File: config.mk
export PLATFORM = sky130hd
export DESIGN_NAME = uart_rx_multi
export DESIGN_NICKNAME = d
export VERILOG_FILES = /design/src/rtl/uart_rx_multi.sv
export SDC_FILE = /design/constraint.sdc
export NUM_CORES = 1
export LEC_CHECK = 0
export BUFFER_PORTS_ARGS = -buffer_cell sky130_fd_sc_hd__buf_2
export CORE_MARGIN = 2
export CORE_UTILIZATION = 65
export CTS_BUF_LIST = sky130_fd_sc_hd__clkbuf_8
export CTS_CLUSTER_SIZE = 8
export DETAILED_ROUTE_END_ITERATION = 12
export MAX_ROUTING_LAYER = met4
export PLACE_DENSITY_LB_ADDON = 0.12
export SLEW_MARGIN = 20
export SYNTH_ARGS = -nofsm -noshare
export SYNTH_HDL_FRONTEND = slang
export SYNTH_SLANG_ARGS = --single-unit
File: constraint.sdc
create_clock -name clk_i -period 5.5 [get_ports clk_i]
set_input_delay 0.825 -clock clk_i [delete_from_list [all_inputs] [get_ports clk_i]]
set_output_delay 0.825 -clock clk_i [all_outputs]
set_load 0.005 [all_outputs]
File: src/rtl/uart_rx_multi.sv
// uart_rx_multi: oversampling UART receiver with 3-tap majority vote,
// 5-8 data bits, optional parity, 1/2 stop bits, break detection and a
// first-word-fall-through character FIFO carrying per-character error flags.
module uart_rx_multi #(
  parameter int OSR     = 16,
  parameter int FIFO_AW = 4,
  parameter int TO_BITS = 40
) (
  input  logic               clk_i,
  input  logic               rst_n_i,
  input  logic               baud_tick_i,
  input  logic               rx_i,
  input  logic [1:0]         data_bits_i,
  input  logic               parity_en_i,
  input  logic               even_parity_i,
  input  logic               stop2_i,
  input  logic               rd_en_i,
  input  logic               ov_clr_i,
  input  logic [FIFO_AW:0]   rx_thr_i,
  output logic [7:0]         rx_data_o,
  output logic               err_parity_o,
  output logic               err_frame_o,
  output logic               err_break_o,
  output logic               rx_overrun_o,
  output logic               rx_full_o,
  output logic               rx_not_empty_o,
  output logic [FIFO_AW:0]   rx_level_o,
  output logic               rx_thr_o,
  output logic               rx_timeout_o
);

  localparam int DEPTH = 1 << FIFO_AW;
  localparam int TW    = $clog2(OSR);
  localparam int CW    = $clog2(TO_BITS + 1);

  typedef enum logic [2:0] {
    IDLE, START, DATA, PARITY, STOP1, STOP2, BRK_WAIT
  } state_t;

  typedef struct packed {
    logic [7:0] data;
    logic       perr;
    logic       ferr;
    logic       brk;
  } entry_t;

  // Synchronizer and edge-detect history
  logic rx_meta, rxs, rxs_q;
  // Bit timing and majority vote
  logic [TW-1:0] tick_cnt;
  logic          tick_wrap, samp0, samp1, vote, vote_now, start_det;
  // Frame state
  state_t     state_q, state_d;
  logic [1:0] cfg_bits;
  logic       cfg_par, cfg_even, cfg_stop2;
  logic [7:0] shreg, data_aligned;
  logic [2:0] bit_cnt, last_bit;
  logic       any_one, perr_q, ferr_q, ferr_fin;
  logic       frame_end, brk_frame;
  logic       wr_stb;
  entry_t     wr_entry;
  // FIFO
  entry_t             mem [DEPTH];
  entry_t             head;
  logic [FIFO_AW-1:0] wr_ptr, rd_ptr;
  logic [FIFO_AW:0]   count;
  logic               empty, full, do_rd, do_wr;
  // Idle timeout
  logic [CW-1:0] to_cnt;
  logic          to_clr;

  // Two-flop synchronizer plus one history flop for falling-edge detection;
  // all reset high so a reset release never looks like a start bit.
  always_ff @(posedge clk_i or negedge rst_n_i) begin
    if (!rst_n_i) begin
      rx_meta <= 1'b1;
      rxs     <= 1'b1;
      rxs_q   <= 1'b1;
    end else begin
      // NOTE: clocked state always uses non-blocking assignment so every
      // flop samples the pre-edge value of its neighbours.
      rx_meta <= rx_i;
      rxs     <= rx_meta;
      rxs_q   <= rxs;
    end
  end

  assign start_det = (state_q == IDLE) && rxs_q && !rxs;
  assign tick_wrap = baud_tick_i && (tick_cnt == TW'(OSR - 1));
  assign vote_now  = baud_tick_i && (tick_cnt == TW'(OSR / 2 + 1)) &&
                     (state_q != IDLE) && (state_q != BRK_WAIT);
  assign vote      = (samp0 & samp1) | (samp0 & rxs) | (samp1 & rxs);

  // Oversample tick counter, realigned on each start edge, plus the two
  // early majority-vote samples taken just before mid-bit.
  always_ff @(posedge clk_i or negedge rst_n_i) begin
    if (!rst_n_i) begin
      tick_cnt <= '0;
      samp0    <= 1'b1;
      samp1    <= 1'b1;
    end else begin
      if (start_det)        tick_cnt <= '0;
      else if (tick_wrap)   tick_cnt <= '0;
      else if (baud_tick_i) tick_cnt <= tick_cnt + 1'b1;
      if (baud_tick_i && tick_cnt == TW'(OSR / 2 - 1)) samp0 <= rxs;
      if (baud_tick_i && tick_cnt == TW'(OSR / 2))     samp1 <= rxs;
    end
  end

  assign last_bit     = {1'b0, cfg_bits} + 3'd4;
  assign data_aligned = shreg >> (2'd3 - cfg_bits);
  assign ferr_fin     = ferr_q | ~vote;

  // Frame state register
  always_ff @(posedge clk_i or negedge rst_n_i) begin
    if (!rst_n_i) state_q <= IDLE;
    else          state_q <= state_d;
  end

  // Next-state logic; frame_end flags the final stop vote of a frame
  always_comb begin
    // NOTE: every combinational output gets a default first, so no path
    // through the case below can leave a value held (which would be a latch).
    state_d   = state_q;
    frame_end = 1'b0;
    brk_frame = 1'b0;
    unique case (state_q)
      IDLE:     if (start_det) state_d = START;
      START:    if (vote_now) state_d = vote ? IDLE : DATA;
      DATA:     if (vote_now && bit_cnt == last_bit)
                  state_d = cfg_par ? PARITY : STOP1;
      PARITY:   if (vote_now) state_d = STOP1;
      STOP1, STOP2: begin
        if (vote_now) begin
          if (state_q == STOP1 && cfg_stop2) begin
            state_d = STOP2;
          end else begin
            frame_end = 1'b1;
            brk_frame = !any_one && !vote;
            state_d   = brk_frame ? BRK_WAIT : IDLE;
          end
        end
      end
      BRK_WAIT: if (rxs) state_d = IDLE;
      default:  state_d = IDLE;
    endcase
  end

  // Character datapath: config latch, shift register, error accumulation,
  // and the registered FIFO write one cycle after the final stop vote.
  always_ff @(posedge clk_i or negedge rst_n_i) begin
    if (!rst_n_i) begin
      cfg_bits  <= 2'b00;
      cfg_par   <= 1'b0;
      cfg_even  <= 1'b0;
      cfg_stop2 <= 1'b0;
      shreg     <= '0;
      bit_cnt   <= '0;
      any_one   <= 1'b0;
      perr_q    <= 1'b0;
      ferr_q    <= 1'b0;
      wr_stb    <= 1'b0;
      wr_entry  <= '0;
    end else begin
      if (start_det) begin
        cfg_bits  <= data_bits_i;
        cfg_par   <= parity_en_i;
        cfg_even  <= even_parity_i;
        cfg_stop2 <= stop2_i;
        shreg     <= '0;
        bit_cnt   <= '0;
        any_one   <= 1'b0;
        perr_q    <= 1'b0;
        ferr_q    <= 1'b0;
      end else if (vote_now) begin
        unique case (state_q)
          DATA: begin
            shreg   <= {vote, shreg[7:1]};
            bit_cnt <= bit_cnt + 1'b1;
            any_one <= any_one | vote;
          end
          PARITY: begin
            perr_q  <= (^shreg) ^ vote ^ ~cfg_even;
            any_one <= any_one | vote;
          end
          STOP1: begin
            ferr_q  <= ferr_q | ~vote;
            any_one <= any_one | vote;
          end
          default: ;
        endcase
      end
      wr_stb <= frame_end;
      if (frame_end) begin
        wr_entry <= brk_frame ? {8'h00, 1'b0, 1'b1, 1'b1}
                              : {data_aligned, perr_q, ferr_fin, 1'b0};
      end
    end
  end

  assign empty = (count == '0);
  assign full  = (count == (FIFO_AW + 1)'(DEPTH));
  assign do_rd = rd_en_i && !empty;
  assign do_wr = wr_stb && (!full || do_rd);

  // FIFO storage
  always_ff @(posedge clk_i or negedge rst_n_i) begin
    if (!rst_n_i) begin
      // NOTE: storage is cleared on reset so the head outputs are defined
      // from the first cycle; it is small enough that this costs little.
      for (int i = 0; i < DEPTH; i++) mem[i] <= '0;
    end else if (do_wr) begin
      mem[wr_ptr] <= wr_entry;
    end
  end

  // FIFO pointers, level and sticky overrun (set beats clear)
  always_ff @(posedge clk_i or negedge rst_n_i) begin
    if (!rst_n_i) begin
      wr_ptr       <= '0;
      rd_ptr       <= '0;
      count        <= '0;
      rx_overrun_o <= 1'b0;
    end else begin
      if (do_wr) wr_ptr <= wr_ptr + 1'b1;
      if (do_rd) rd_ptr <= rd_ptr + 1'b1;
      unique case ({do_wr, do_rd})
        2'b10:   count <= count + 1'b1;
        2'b01:   count <= count - 1'b1;
        default: count <= count;
      endcase
      if (wr_stb && full && !do_rd) rx_overrun_o <= 1'b1;
      else if (ov_clr_i)            rx_overrun_o <= 1'b0;
    end
  end

  assign to_clr = do_rd || wr_stb || (state_q != IDLE) || empty;

  // Idle timeout: counts whole bit times with data waiting, saturating
  always_ff @(posedge clk_i or negedge rst_n_i) begin
    if (!rst_n_i)                             to_cnt <= '0;
    else if (to_clr)                          to_cnt <= '0;
    else if (tick_wrap && to_cnt < CW'(TO_BITS)) to_cnt <= to_cnt + 1'b1;
  end

  assign head           = mem[rd_ptr];
  assign rx_data_o      = empty ? 8'h00 : head.data;
  assign err_parity_o   = !empty && head.perr;
  assign err_frame_o    = !empty && head.ferr;
  assign err_break_o    = !empty && head.brk;
  assign rx_full_o      = full;
  assign rx_not_empty_o = !empty;
  assign rx_level_o     = count;
  assign rx_thr_o       = (rx_thr_i != '0) && (count >= rx_thr_i);
  assign rx_timeout_o   = (to_cnt >= CW'(TO_BITS));

endmodule

# ---- After elaboration in Yosys (flattened, before gate mapping)
# Cells that the tools add are included.
dict set report word_totals {
  word_cells 240
  in_bits 16
  output_inout_bits 21
  reg_bits 239
}
dict set report classes {
  eq_ne 21
  n_mux 48
  n_lt_le_gt_ge 6
  bitwise_logic 13
  shift 1
  n_reduce_logical 52
  n_addsub 9
}
# operator n
set ops {}
lappend ops {{$bwmux 176} 1}
lappend ops {{$bmux 11 s4} 1}
lappend ops {{$demux 11 s4} 1}
lappend ops {{$mux 11} 4}
lappend ops {{$mux 3} 12}
lappend ops {{$mux 8} 4}
lappend ops {{$logic_and 1x1->1} 21}
lappend ops {{$pmux 3 s6} 1}
lappend ops {{$mux 1} 17}
lappend ops {{$reduce_bool 2->1} 8}
lappend ops {{$add 4x1->4 const B} 3}
lappend ops {{$eq 4x4->1 const B} 3}
lappend ops {{$mux 4} 3}
lappend ops {{$mux 6} 2}
lappend ops {{$ne 2x2->1 const B} 6}
lappend ops {{$ge 5x5->1 const B} 2}
lappend ops {{$not 4->5} 2}
lappend ops {{$pmux 5 s2} 1}
lappend ops {{$eq 3x3->1 const B} 3}
lappend ops {{$reduce_and 2->1} 4}
lappend ops {{$reduce_xor 8->1} 1}
lappend ops {{$shr 8x2->8} 1}
lappend ops {{$add 6x1->6 const B} 1}
lappend ops {{$eq 3x2->1 const B} 2}
lappend ops {{30 further kinds} 46}

# ---- Depth between registers and ports, before layout
dict set report logic_depth {
  depth_word 9
  depth_mapped 14
  depth_no_buf 11
}

# ---- Worst setup path after synthesis
# Ideal clock, no wire load.
dict set report synth_path {
  path_kind {register to register}
  startpoint {register count[2] (netlist: rx_level_o[2])}
  endpoint {register count[4] (netlist: rx_level_o[4])}
  stages_incl_launch_ff 15
  setup_time_ps 79
  path_buffers 3
  arrival_time_ps 2658
  slack_ps 2763
  period_less_slack_ps 2737
  required_time_ps 5421
  cell_sequence {dfrtp_1 clkbuf_2 nor4_2 nor2b_1 nor2b_1 clkbuf_1 ha_1 clkbuf_1 xor2_1 ha_1 nor2b_1 o21ai_0 a31oi_1 nor2_1 xor2_1}
}
dict set report synth_via {
  elab_chain_cells 7
  word_cells_on_any_way 13
  classes_between {add/sub (2); eq/ne (3); mux (1); reduce/logical (7)}
}
# element line_no
set synth_rtl {}
lappend synth_rtl {{start, declared} 66} ;# logic [FIFO_AW:0] count;
lappend synth_rtl {{start signal, assigned} 228} ;# 2'b10: count <= count + 1'b1;
lappend synth_rtl {{start signal, assigned} 229} ;# 2'b01: count <= count - 1'b1;
lappend synth_rtl {{start signal, assigned} 230} ;# default: count <= count;
lappend synth_rtl {{$logic_not 5->1 *} 201} ;# assign empty = (count == '0);
lappend synth_rtl {{$logic_not 1->1 *} 203} ;# assign do_rd = rd_en_i && !empty;
lappend synth_rtl {{$logic_and 1x1->1 *} 203}
lappend synth_rtl {{named net do_rd} 67} ;# logic empty, full, do_rd, do_wr;
lappend synth_rtl {{$logic_or 1x1->1} 204} ;# assign do_wr = wr_stb && (!full || do_rd);
lappend synth_rtl {{$logic_and 1x1->1} 204}
lappend synth_rtl {{$eq 2x1->1 / $eq 2x2->1 (equally long branches)} 227} ;# unique case ({do_wr, do_rd})
lappend synth_rtl {{$pmux 5 s2 / $reduce_bool 2->1 (equally long branches)} -}
# The timed path passes the listed nets; every way through them passes the cells marked *.
# A chain may end at the register's enable or synchronous reset.

# ---- Final worst setup path
dict set report layout_path {
  startpoint {register rd_ptr[0]}
  endpoint {output port rx_data_o[4]}
}
dict set report layout_via {
  elab_chain_cells 5
}
# element line_no
set layout_rtl {}
lappend layout_rtl {{start, declared} 65} ;# logic [FIFO_AW-1:0] wr_ptr, rd_ptr;
lappend layout_rtl {{start signal, assigned} 226} ;# if (do_rd) rd_ptr <= rd_ptr + 1'b1;
lappend layout_rtl {{$not 4->5 (not written as such)} 246} ;# assign head = mem[rd_ptr];
lappend layout_rtl {{$bmux 11 s4} 246}
lappend layout_rtl {{$mux 11 (not written as such) (2 in series)} 246}
lappend layout_rtl {{$mux 8} 247} ;# assign rx_data_o = empty ? 8'h00 : head.data;
lappend layout_rtl {{end, declared} 20} ;# output logic [7:0] rx_data_o,
# Every way passes these cells. The select of a mux whose other input is x is not followed.

==> impl_metrics.env <==
export IMPL_run_status="finished, final reports clean"
export IMPL_post_route_cells_drive_above_1_share_pct=39.2
export IMPL_largest_net_degree_at_the_start_of_global_routing=145
export IMPL_synth_top_cell_area_share_pct=51.3
export IMPL_cts_hold_fix_buffers=0
export IMPL_clkLatencyLatePin_ns=0.51
export IMPL_clock_skew_final_ns=0.0280
export IMPL_cts_path_max_buffers=3
export IMPL_clk_pin_slew_ns=0.06
export IMPL_htree_num_levels=2
export IMPL_vdd_ir_drop_max_mv=0.258
export IMPL_crit_reg2reg_launch="rx_level_o[2]"
export IMPL_detail_route_wirelength_mm=23.5
export IMPL_end_kind="output port"
export IMPL_path_buf_inv=2
export IMPL_start_kind="flop"
export IMPL_critical_path_slowest_cell="sky130_fd_sc_hd__dfrtp_2"
export IMPL_syn_inst=831
export IMPL_class_of_the_tightest_hold_or_removal_check="primary input to asynchronous set/reset pin"
export IMPL_start_util_pct=66.2
export IMPL_drtIter0Drc=421
export IMPL_p_per_area_nw_per_um2=361
export IMPL_post_synth_num_cell_types=49
export IMPL_per_instance_average_area_after_synthesis_um2=13.7
export IMPL_finalCriticalPeriod_ns=3.77
export IMPL_tightestPinTransition_ns=0.938
export IMPL_die_x_um=136
export IMPL_rsz_0062_raised_after_global_routing="no"
export IMPL_seq_area_um2=5990
export IMPL_crit_top_cell="sky130_fd_sc_hd__mux4_2"
export IMPL_grt_pass1_wl_mm=38.1
export IMPL_num_rows=48
export IMPL_synthesis_area_um2=11400
export IMPL_setup_viol=0
export IMPL_cts_tree="built"
export IMPL_worstPathArrival_ns=2.95
export IMPL_diodes=0
export IMPL_maxClockFrequency_mhz=265
export IMPL_global_route_overflow_total=0
export IMPL_fillCellCount=1122
export IMPL_yosys_register_bits=239
export IMPL_routed_wire_length_per_instance_um=21.1
export IMPL_synth_area_leader_cell="sky130_fd_sc_hd__dfrtp_1"
export IMPL_numClockSinks=239
export IMPL_synth_nets=867
export IMPL_initial_antenna_violation_count=0
export IMPL_timing_final_max_slew_violations=0
export IMPL_worstPathCellList="buf_4 -> mux4_2 -> mux4_2 -> nor2b_1 -> buf_2"
export IMPL_yosysSeqAreaShare_pct=52.5
export IMPL_design_portCount=37
export IMPL_synth_enable_flop_cells=0
export IMPL_crit_required_ns=4.68
export IMPL_cts_repair_timing_setup_buffer_count=0
export IMPL_post_cts_resize_count=0
export IMPL_grt_pass1_vias=7195
export IMPL_drv_cap=0
export IMPL_io_buffer_count=36
export IMPL_cts_buffers=40
export IMPL_routabilityCongestion=0.833
export IMPL_ys_top_cells_by_area="sky130_fd_sc_hd__dfrtp_1, sky130_fd_sc_hd__mux2_2, sky130_fd_sc_hd__mux4_2"
export IMPL_cts_root_buffer="sky130_fd_sc_hd__clkbuf_8"
export IMPL_place_hpwl_mm=14.8
export IMPL_synthFlopType="sky130_fd_sc_hd__dfrtp_1"
export IMPL_finalWorstSetupSlack_ns=1.73
export IMPL_detailedRoute_firstPassIterationCount=4
export IMPL_syn_warnings=0
export IMPL_via_count=6770
export IMPL_floorplan_die_height_um=136
export IMPL_routed_via_density=6.09
export IMPL_area_growth_syn_to_layout_pct=8.99
export IMPL_crit_path_max_fanout=19
export IMPL_antenna_violating_nets_post_route=0
export IMPL_leakagePower_nw=6.14
export IMPL_grt_total_usage_pct=27.7
export IMPL_critPathMaxStageDelay_ns=0.64
export IMPL_min_period_over_period_pct=68.6
export IMPL_design_core_area_um2=17200
export IMPL_path_class="flop to output port"
export IMPL_final_nets=895
export IMPL_totalNegativeSetupSlack_ns=0
export IMPL_drcViolationCount=0
export IMPL_cp_top_family="multiplexers"
export IMPL_timing_slew_headroom_pct=37.5
export IMPL_crit_path_start="rd_ptr[0]"
export IMPL_timing_hold_violations_final=0
export IMPL_design_die_area_um2=18600
export IMPL_asyncSetResetFlopFracSynth_pct=100
export IMPL_dp_slack_ns=2.22
export IMPL_multi_input_comb_area_um2=5050
## flip-flops by register name, summed over array words and instances, names as in the netlist, 2 cells and up
name / cells
mem: 176
wr_entry: 11
shreg: 8
to_cnt: 6
rx_level_o: 5
rd_ptr: 4
tick_cnt: 4
wr_ptr: 4
bit_cnt: 3
state_q: 3
cfg_bits: 2
## path summary, 6_finish.rpt
path,slack (ns),end,depth (start not counted)
setup / recovery,1.73,rx_data_o[4],5
hold / removal,0.18,mem[121],1
setup reg to reg,2.52,rx_level_o[4],12
hold reg to reg,0.35,rxs,0
max in group asynchronous,3.94,mem[103],3
min in group clk_i,0.35,rxs,0
## cells in the final DEF, fill, tap and decap left out, drive strengths merged, types with 3 or more instances in the layout
cell type and n:
o21ai 20, nand2 75, nor3 4, nor2b 20, nand3 14, mux2 186, dfrtp 234, xor2 12
o22ai 4, buf 42, clkbuf 52, mux2i 8, and4b 3, nand4b 3, a21oi 16, xnor2 15
o21a 3, a31oi 4, mux4 55, dfstp 5, nor2 27, inv 36, ha 20
## cells by family after synthesis
family                   after synthesis  synth area share, %
flip-flops                           239                 52.5
buffers and inverters                 75                 3.26
AO/OA/AOI/OAI                         56                 2.86
XOR/XNOR                              28                 2.27
multiplexers                         249                 29.9
adder cells (fa/ha/maj)               21                 2.28
AND/OR/NAND/NOR                      163                 6.93
## layer usage
metal | vias to the layer above | share of wire [%] | track usage [%]
li1 | 3042 | - | -
met1 | 3519 | 41 | 35.2
met2 | 162 | 51 | 46.2
met3 | 47 | 5.2 | 4.70
met4 | 0 | 2.0 | 7.93
met5 | - | 0 | -
## synthesized netlist by cell type (14+ instances only)
| cell type | count |
|---|---|
| sky130_fd_sc_hd__a21oi_1 | 16 |
| sky130_fd_sc_hd__buf_4 | 20 |
| sky130_fd_sc_hd__clkbuf_1 | 25 |
| sky130_fd_sc_hd__dfrtp_1 | 234 |
| sky130_fd_sc_hd__ha_1 | 20 |
| sky130_fd_sc_hd__inv_1 | 19 |
| sky130_fd_sc_hd__mux2_2 | 186 |
| sky130_fd_sc_hd__mux4_2 | 55 |
| sky130_fd_sc_hd__nand2_1 | 75 |
| sky130_fd_sc_hd__nand3_1 | 14 |
| sky130_fd_sc_hd__nor2_1 | 27 |
| sky130_fd_sc_hd__nor2b_1 | 20 |
| sky130_fd_sc_hd__o21ai_0 | 20 |
| sky130_fd_sc_hd__xnor2_1 | 15 |
## where the power goes
group	switching, W	internal (W)
Sequential	0.000331	0.00187
Clock	0.000666	0.000840
Combinational	0.000368	0.000418
Total	0.00136	0.00313
## area by class of cell
class	instances	share of cell area [%]
flip-flops and latches	239	48.2
clock inverters	18	0.553
clock buffers	52	5.76
repair buffers	42	2.05
inverters	19	0.574
well taps	225	2.26
multi-input cells	517	40.6
## through the flow
stage	cell area (µm²)	hold slack, ns	power, W	cells	utilization [%]
final	12400	0.178	0.00449	1112	72.1
after global routing	12400	0.194	0.00474	1112	72.1
after global placement	11600	0.347	0.00297	1041	67.4
after floorplan	11400	0.345	0.00280	831	-
after CTS	12400	0.353	0.00454	1111	72.0
after detailed placement	11600	0.348	0.00302	1041	67.4
(Power assumes the default switching activity.)
